**src/rtl/vga_timing_generator.sv**
```systemverilog
// Raster timing source: h/v position counters with registered sync, draw-enable and scanline decode.
// Optional o_FRAME_START pulse is built only when VGA_TIMING_FRAME_START_EN is defined.
module vga_timing_generator #(
    parameter int   p_H_VISIBLE_AREA  = 640,
    parameter int   p_H_FRONT_PORCH   = 16,
    parameter int   p_H_SYNC_PULSE    = 96,
    parameter int   p_H_BACK_PORCH    = 48,
    parameter int   p_V_VISIBLE_AREA  = 480,
    parameter int   p_V_FRONT_PORCH   = 10,
    parameter int   p_V_SYNC_PULSE    = 2,
    parameter int   p_V_BACK_PORCH    = 33,
    parameter logic p_H_SYNC_POLARITY = 1'b0,
    parameter logic p_V_SYNC_POLARITY = 1'b0
) (
    input  logic                                i_CLK,
    input  logic                                i_RESET,
    input  logic                                i_ENABLE,
    output logic                                o_HSYNC,
    output logic                                o_VSYNC,
    output logic                                o_DRAW_ENABLE,
    output logic [$clog2(p_H_VISIBLE_AREA)-1:0] o_SCANLINE_X,
    output logic [$clog2(p_V_VISIBLE_AREA)-1:0] o_SCANLINE_Y
`ifdef VGA_TIMING_FRAME_START_EN
    ,
    output logic                                o_FRAME_START
`endif
);

    localparam int H_TOTAL = p_H_VISIBLE_AREA + p_H_FRONT_PORCH + p_H_SYNC_PULSE + p_H_BACK_PORCH;
    localparam int V_TOTAL = p_V_VISIBLE_AREA + p_V_FRONT_PORCH + p_V_SYNC_PULSE + p_V_BACK_PORCH;
    localparam int HW = $clog2(H_TOTAL);
    localparam int VW = $clog2(V_TOTAL);
    localparam int XW = $clog2(p_H_VISIBLE_AREA);
    localparam int YW = $clog2(p_V_VISIBLE_AREA);

    localparam logic [HW-1:0] H_LAST   = HW'(H_TOTAL - 1);
    localparam logic [HW-1:0] H_VIS    = HW'(p_H_VISIBLE_AREA);
    localparam logic [HW-1:0] H_SYNC_S = HW'(p_H_VISIBLE_AREA + p_H_FRONT_PORCH);
    localparam logic [HW-1:0] H_SYNC_E = HW'(p_H_VISIBLE_AREA + p_H_FRONT_PORCH + p_H_SYNC_PULSE);
    localparam logic [VW-1:0] V_LAST   = VW'(V_TOTAL - 1);
    localparam logic [VW-1:0] V_VIS    = VW'(p_V_VISIBLE_AREA);
    localparam logic [VW-1:0] V_SYNC_S = VW'(p_V_VISIBLE_AREA + p_V_FRONT_PORCH);
    localparam logic [VW-1:0] V_SYNC_E = VW'(p_V_VISIBLE_AREA + p_V_FRONT_PORCH + p_V_SYNC_PULSE);

    logic [HW-1:0] h_cnt;
    logic [VW-1:0] v_cnt;
    logic [HW-1:0] h_nxt;
    logic [VW-1:0] v_nxt;
    logic          h_vis;
    logic          v_vis;
    logic          h_sync_act;
    logic          v_sync_act;

    // Next position: the horizontal wrap is the only point where the line counter moves.
    always_comb begin
        h_nxt = h_cnt + HW'(1);
        v_nxt = v_cnt;
        if (h_cnt == H_LAST) begin
            h_nxt = '0;
            v_nxt = (v_cnt == V_LAST) ? '0 : v_cnt + VW'(1);
        end
    end

    // Outputs are decoded from the next position so they describe the counters with no lag.
    always_comb begin
        h_vis      = (h_nxt < H_VIS);
        v_vis      = (v_nxt < V_VIS);
        h_sync_act = (h_nxt >= H_SYNC_S) && (h_nxt < H_SYNC_E);
        v_sync_act = (v_nxt >= V_SYNC_S) && (v_nxt < V_SYNC_E);
    end

    // Reset parks the raster on the last back-porch position so the first tick lands on (0,0).
    always_ff @(posedge i_CLK or posedge i_RESET) begin
        if (i_RESET) begin
            h_cnt         <= H_LAST;
            v_cnt         <= V_LAST;
            o_DRAW_ENABLE <= 1'b0;
            o_SCANLINE_X  <= '0;
            o_SCANLINE_Y  <= '0;
            o_HSYNC       <= ~p_H_SYNC_POLARITY;
            o_VSYNC       <= ~p_V_SYNC_POLARITY;
        end else if (i_ENABLE) begin
            h_cnt         <= h_nxt;
            v_cnt         <= v_nxt;
            o_DRAW_ENABLE <= h_vis && v_vis;
            o_SCANLINE_X  <= h_vis ? h_nxt[XW-1:0] : '0;
            o_SCANLINE_Y  <= v_vis ? v_nxt[YW-1:0] : '0;
            o_HSYNC       <= h_sync_act ? p_H_SYNC_POLARITY : ~p_H_SYNC_POLARITY;
            o_VSYNC       <= v_sync_act ? p_V_SYNC_POLARITY : ~p_V_SYNC_POLARITY;
        end
    end

`ifdef VGA_TIMING_FRAME_START_EN
    // Single-cycle pulse after the enabled tick that enters (0,0); held-off ticks clear it.
    always_ff @(posedge i_CLK or posedge i_RESET) begin
        if (i_RESET) begin
            o_FRAME_START <= 1'b0;
        end else begin
            o_FRAME_START <= i_ENABLE && (h_nxt == '0) && (v_nxt == '0);
        end
    end
`endif

endmodule

```
**config.mk**
```make
export PLATFORM = sky130hd
export DESIGN_NAME = vga_timing_generator
export DESIGN_NICKNAME = d
export VERILOG_FILES = /design/src/rtl/vga_timing_generator.sv
export SDC_FILE = /design/constraint.sdc
export NUM_CORES = 1
export LEC_CHECK = 0
export ABC_AREA = 1
export BUFFER_PORTS_ARGS = -buffer_cell sky130_fd_sc_hd__buf_2
export CORE_MARGIN = 2
export CORE_UTILIZATION = 60
export CTS_CLUSTER_SIZE = 20
export DETAILED_ROUTE_END_ITERATION = 7
export PLACE_DENSITY = 0.92
export REMOVE_ABC_BUFFERS = 1
export SETUP_SLACK_MARGIN = 0.15
export SYNTH_ARGS = -nofsm -noshare
export SYNTH_HDL_FRONTEND = slang
export SYNTH_SLANG_ARGS = --single-unit
```
**constraint.sdc**
```tcl
create_clock -name i_CLK -period 5.99 [get_ports i_CLK]
set_clock_uncertainty 0.15 [all_clocks]
set_input_delay 0.599 -clock i_CLK [delete_from_list [all_inputs] [get_ports i_CLK]]
set_output_delay 0.599 -clock i_CLK [all_outputs]
set_load 0.01 [all_outputs]
```
==> results of run 1 <==
## cell usage after synthesis, types with 3 or more instances
master	n	area, µm²
a21oi_1	6	30.0
and2_1	3	18.8
clkbuf_1	6	22.5
dfrtp_1	30	751
dfstp_2	12	315
ha_1	4	50.1
inv_1	29	109
inv_2	3	11.3
nand2_1	111	417
nand3_1	20	100
nand3_2	12	120
nand4_1	7	43.8
nor2_1	30	113
nor3_1	3	15.0
o21ai_0	20	100
o21ai_1	3	15.0
o21bai_1	8	60.1
or2_2	3	18.8
## kinds of logic after synthesis
| logic type | Yosys count | synth area share |
|---|---|---|
| AND/OR/NAND/NOR | 201 | 0.396 |
| AO/OA/AOI/OAI | 40 | 0.0921 |
| adder cells (fa/ha/maj) | 4 | 0.0201 |
| flip-flops | 42 | 0.429 |
| buffers and inverters | 40 | 0.0624 |
## sequential cells by signal, indices dropped and copies added (netlist names)
register and cells:
h_cnt 10, o_DRAW_ENABLE 1, o_HSYNC 1, o_SCANLINE_X 10
o_SCANLINE_Y 9, o_VSYNC 1, v_cnt 10
## layout make-up
cell class                      instances  area share
Clock buffer                            5      0.0247
Clock inverter                          3      0.0247
Inverter                               34      0.0475
Multi-Input combinational cell        245       0.453
Sequential cell                        42       0.382
Tap cell                               50      0.0224
Timing Repair Buffer                   25      0.0457
## layer usage
layer | GRT usage | up-vias | part of all wire
li1 | - | 1100 | -
met1 | 0.401 | 1077 | 0.43
met2 | 0.453 | 133 | 0.46
met3 | 0.0576 | 9 | 0.094
met4 | 0.105 | 0 | 0.014
met5 | 0 | - | 0
## metrics by stage
step                      power, µW  setup WS, ps   util  cell area, µm²  hold slack [ps]
after global placement          635          3640  0.663            2650              310
after CTS                       924          3720  0.698            2790              274
after global routing            978          3610  0.698            2790              326
final                           930          3690  0.698            2790              253
after detailed placement        649          3520  0.663            2650              314
after floorplan                 571          3970      -            2460              320
## worst max-delay path by stage
stage	slack, ps	to	startpoint	cells after the start
floorplan	3970	o_DRAW_ENABLE	h_cnt[0]	12
global placement	3640	v_cnt[3]	i_ENABLE	4
detailed placement	3520	v_cnt[3]	i_ENABLE	4
CTS	3720	o_SCANLINE_Y[8]	h_cnt[0]	12
global route	3610	o_SCANLINE_Y[3]	h_cnt[0]	12
finish	3690	o_SCANLINE_Y[8]	h_cnt[0]	12
## worst register-to-register path, stage by stage, from the launching register on
cell     delay (ps)
dfstp_2         600
ha_1            210
nand2_2         110
nor2_8          150
nand2_4          90
nor2_8          210
nand3_2         110
nand2_1         120
nand2_2          80
nor2_4          160
inv_6            80
nand3_2          60
nand2_1          70
## power by group through the flow
stage          combinational (µW)  sequential [µW]  clock (µW)
2_1_floorplan                 159              412           0
3_5_place_dp                  236              413           0
6_report                      245              412         273
4_1_cts                       242              410         272
5_1_grt                       273              420         286
3_3_place_gp                  225              410           0
==> results.toml, run 1 <==
[worst_setup_path]
cp_max_fo = 10
start_kind = "flip-flop"
worst-path-buf-inv = 1
reg2regPathDepth = 12
worst_path_largest_cell_delay_ps = 600
worstReg2RegStart = "h_cnt[0]"
critPathTopFamily = "simple AND/OR/NAND/NOR gates"
crit_path_cell_trace = "ha_1 > nand2_2 > nor2_8 > nand2_4 > nor2_8 > nand3_2 > nand2_1 > nand2_2 > nor2_4 > inv_6 > nand3_2 > nand2_1"
required_ps = 6020
worst-setup-path-type = "reg2reg"
crit_slowest_cell = "dfstp_2"
r2r_slack_ps = 3690
reg2reg_to = "o_SCANLINE_Y[8]"
critPathCaptureType = "flip-flop"
cp.arrival_ps = 2330

[power_and_ir_drop]
p_switching_uw = 333
p_leak_uw = 0.00142
powerDensity_nw_per_um2 = 333
swShare = 0.357
peakVddDrop_uv = 316
p_seq_frac = 0.443
combPwrFrac = 0.264
cellInternalPower_uw = 598
p_clk_frac = 0.293

[clock_tree]
cts.sinks = 42
post_cts_resized = 0
hold_buffers = 0
clk_pin_slew_ps = 80
post_cts_buffers = 0
numCtsBuffers = 5
htree_levels = 2
cts_tree = "built"
insertion_delay_ps = 300
clk_path_buf_depth = 2
root_buffer = "clkbuf_8"

[synth]
syn_inst = 327
yosys_warnings = 0
syn_avg_cell_area_um2 = 7.60
synthesis.area_um2 = 2480
synthArstFlopShare = 1.00
synth_seq_cells = 42
ys_types = 31
synth-edff-count = 0
synthFlopType = "dfrtp_1"
seq_area_frac_synth = 0.429

[sta]
max_freq_ghz = 0.436
tightest_slew_ps = 948
period_share = 0.383
slew_violations = 0
max_slew_margin = 0.367
setup_viol = 0
rsz0062_at_grt = "false"
finalHoldViolations = 0
fin_crit_ps = 2300
final.setup.tns_ps = 0

[routing]
drc = 0
first_pass_iters = 5
via_count = 2319
wl_per_cell_um = 14.8
routed_wl_mm = 5.98
vias_per_cell = 5.74
dr.first_iter.drc_count = 180
ant_nets = 0

[die]
rows = 23
io_pins = 25
die_w_um = 68.4
fp.dieH_um = 68.4
coreArea_um2 = 4000
die-area_um2 = 4670
start_util = 0.621

[final_layout]
final_common_cell = "nand2_1"
layout-drive-gt1-share = 0.215
multi_input_area_um2 = 1260
syn_to_final_growth_pct = 12.3
n_antenna_cell = 0
fill_cells = 286
stdcell_count = 404
fin_nets = 360
seqCellArea_um2 = 1070
mostFrequentLayoutCells = "111 x nand2_1, 30 x nor2_1, 30 x dfrtp_1"

[worst_hold_path]
min_path_type = "in2async"

[placed_design]
dp.cells = 396
place_congestion = 0.875
dp_hpwl_mm = 3.99
port_buffers = 24

[outcome]
status = "finished, final reports clean"

[grt]
overflow = 0
grt_pass1_vias = 2064
grt_pass1_wl_mm = 9.76
grt_use_total = 0.290
antenna_found_initial = 0
grt_max_degree = 43

[run]
maxCapViolations = 0
No activity file was read; power rests on OpenSTA's default activity.
==> run 2: changes to the inputs <==
--- a/config.mk
+++ b/config.mk
@@ -8,10 +8,10 @@
 export ABC_AREA = 1
 export BUFFER_PORTS_ARGS = -buffer_cell sky130_fd_sc_hd__buf_2
 export CORE_MARGIN = 2
-export CORE_UTILIZATION = 60
+export CORE_UTILIZATION = 59
 export CTS_CLUSTER_SIZE = 20
 export DETAILED_ROUTE_END_ITERATION = 7
-export PLACE_DENSITY = 0.92
+export PLACE_DENSITY = 0.91
 export REMOVE_ABC_BUFFERS = 1
 export SETUP_SLACK_MARGIN = 0.15
 export SYNTH_ARGS = -nofsm -noshare
==> constraint.sdc (replaced) <==
create_clock -name i_CLK -period 2.15 [get_ports i_CLK]
set_clock_uncertainty 0.15 [all_clocks]
set_input_delay 0.215 -clock i_CLK [delete_from_list [all_inputs] [get_ports i_CLK]]
set_output_delay 0.215 -clock i_CLK [all_outputs]
set_load 0.01 [all_outputs]
==> run 2 against run 1 <==
Compared with the run above:
- cell area grew 6.9%
- die area is 1.6% higher
- first-iteration DRC count rose by 37%
- fmax rose by 10%
- setup slack worse by 3600 ps
- clock power increased by 140%
- count of clock-buffer cells in the layout rose by 2
- register-to-register slack lost 3600 ps
- worst hold slack improved by 16 ps
- core utilization increased by 4.3 points
==> results.toml, run 2 (synthesis results as in run 1) <==
[clock_tree]
htree_levels = 2
cts_tree = "built"
numCtsBuffers = 5
cts.sinks = 42
clk_pin_slew_ps = 90
insertion_delay_ps = 310
clk_path_buf_depth = 2
root_buffer = "clkbuf_8"

[worst_setup_path]
crit_slowest_cell = "dfstp_2"
cp.arrival_ps = 2170
required_ps = 2240
critPathCaptureType = "flip-flop"
reg2regPathDepth = 9
crit_cells = 9
reg2reg_to = "o_SCANLINE_Y[2]"
critPathTopFamily = "simple AND/OR/NAND/NOR gates"
r2r_slack_ps = 70
crit_path_cell_trace = "ha_4 > nand3_1 > nor2_4 > nand2_2 > o21ai_1 > nand2_1 > nor2_2 > nand3_2 > nand2_1"
worst-setup-path-type = "reg2reg"
crit_path_end = "o_SCANLINE_Y[2]"
worstReg2RegStart = "h_cnt[1]"
cp_max_fo = 5
critPathLaunch = "h_cnt[1]"
worst-path-buf-inv = 0
start_kind = "flip-flop"
cp_common_cell = "nand2_1"
worst_path_largest_cell_delay_ps = 580

[final_layout]
mostFrequentLayoutCells = "108 x nand2_1, 30 x dfrtp_1, 29 x inv_1"
syn_to_final_growth_pct = 20.0
n_antenna_cell = 0
multi_input_area_um2 = 1330
seqCellArea_um2 = 1070
fin_nets = 378
reg.largest.list = "h_cnt: 10 flops, o_SCANLINE_X: 10 flops, v_cnt: 10 flops"
final_common_cell = "nand2_1"
layout-drive-gt1-share = 0.285
fill_cells = 273
stdcell_count = 422

[grt]
grt_pass1_vias = 2252
grt_max_degree = 43
antenna_found_initial = 0
grt_use_total = 0.290
overflow = 0
grt_pass1_wl_mm = 10.1

[sta]
finalHoldViolations = 0
final.setup.tns_ps = 0
rsz0062_at_grt = "true"
max_slew_margin = 0.658
fin_crit_ps = 2080
slew_violations = 0
max_freq_ghz = 0.481
worst_slack_ps = 69.0
period_share = 0.968
setup_viol = 0
tightest_slew_ps = 514

[die]
die_w_um = 68.9
start_util = 0.617
io_pins = 25
die-area_um2 = 4750
fp.dieH_um = 68.9
coreArea_um2 = 4030
rows = 23

[placed_design]
dp.cells = 403
dp_hpwl_mm = 4.02
pre_cts_ws_ps = 49.2
place_congestion = 0.940
port_buffers = 24

[routing]
ant_nets = 0
wl_per_cell_um = 15.2
routed_wl_mm = 6.40
via_count = 2428
drc = 0
dr.first_iter.drc_count = 247
vias_per_cell = 5.75
first_pass_iters = 7

[power_and_ir_drop]
p_leak_uw = 0.00152
powerDensity_nw_per_um2 = 871
peakVddDrop_uv = 637
finalPower_uw = 2600

[worst_hold_path]
min_path_type = "in2reg"
hold-path-cell-count = 3

[run]
maxCapViolations = 0

[outcome]
status = "finished, final reports clean"
[run 2: power by group]
group	total (µW)	internal, µW	leakage [µW]	switching [µW]
Combinational	796	279	0.000931	517
Clock	655	379	0.0000585	276
Sequential	1150	980	0.000527	166
Total	2600	1640	0.00152	959
[run 2: layout make-up]
class / instances / share of cell area
repair inverters: 1 / 0.00210
multi-input cells: 245 / 0.447
flip-flops and latches: 42 / 0.358
well taps: 50 / 0.0210
inverters: 34 / 0.0453
clock inverters: 1 / 0.0101
clock buffers: 7 / 0.0290
repair buffers: 42 / 0.0877
[run 2: worst reg2reg max path, delay by kind of cell, from the launching register on]
kind / cells / cell delay, ps
AO/OA/AOI/OAI: 1 / 190
adder cells (fa/ha/maj): 1 / 160
flip-flops: 1 / 580
AND/OR/NAND/NOR: 7 / 950
[run 2: stage by stage]
step / hold WS (ps) / util / area [µm²]
2_1_floorplan: 127 / - / 2460
3_3_place_gp: 212 / 0.671 / 2710
3_5_place_dp: 229 / 0.671 / 2710
4_1_cts: 250 / 0.725 / 2920
5_1_grt: 310 / 0.740 / 2980
6_report: 269 / 0.740 / 2980
[run 2: what timing repair did]
action	4_1_cts	5_1_grt
buffers inserted	6	3
resized for setup	12	18
setup endpoints to repair	16	26
cloned	1	0
endpoints found under the hold margin	30	0
hold buffers	1	0
pin swaps	8	4
[run 2: worst min-delay path by stage]
| stage | from | end |
|---|---|---|
| detailed placement | i_RESET | o_SCANLINE_X[9] |
| finish | i_ENABLE | v_cnt[2] |
| CTS | i_ENABLE | o_SCANLINE_Y[8] |
| floorplan | i_ENABLE | v_cnt[3] |
| global placement | i_RESET | o_SCANLINE_X[1] |
| global route | i_ENABLE | v_cnt[1] |
[run 2: layer usage]
layer	global-route usage	routed length, µm	vias to the layer above
li1	-	-	1132
met5	0	0	-
met1	0.404	2740	1131
met3	0.0438	452	33
met4	0.137	263	0
met2	0.445	2940	132
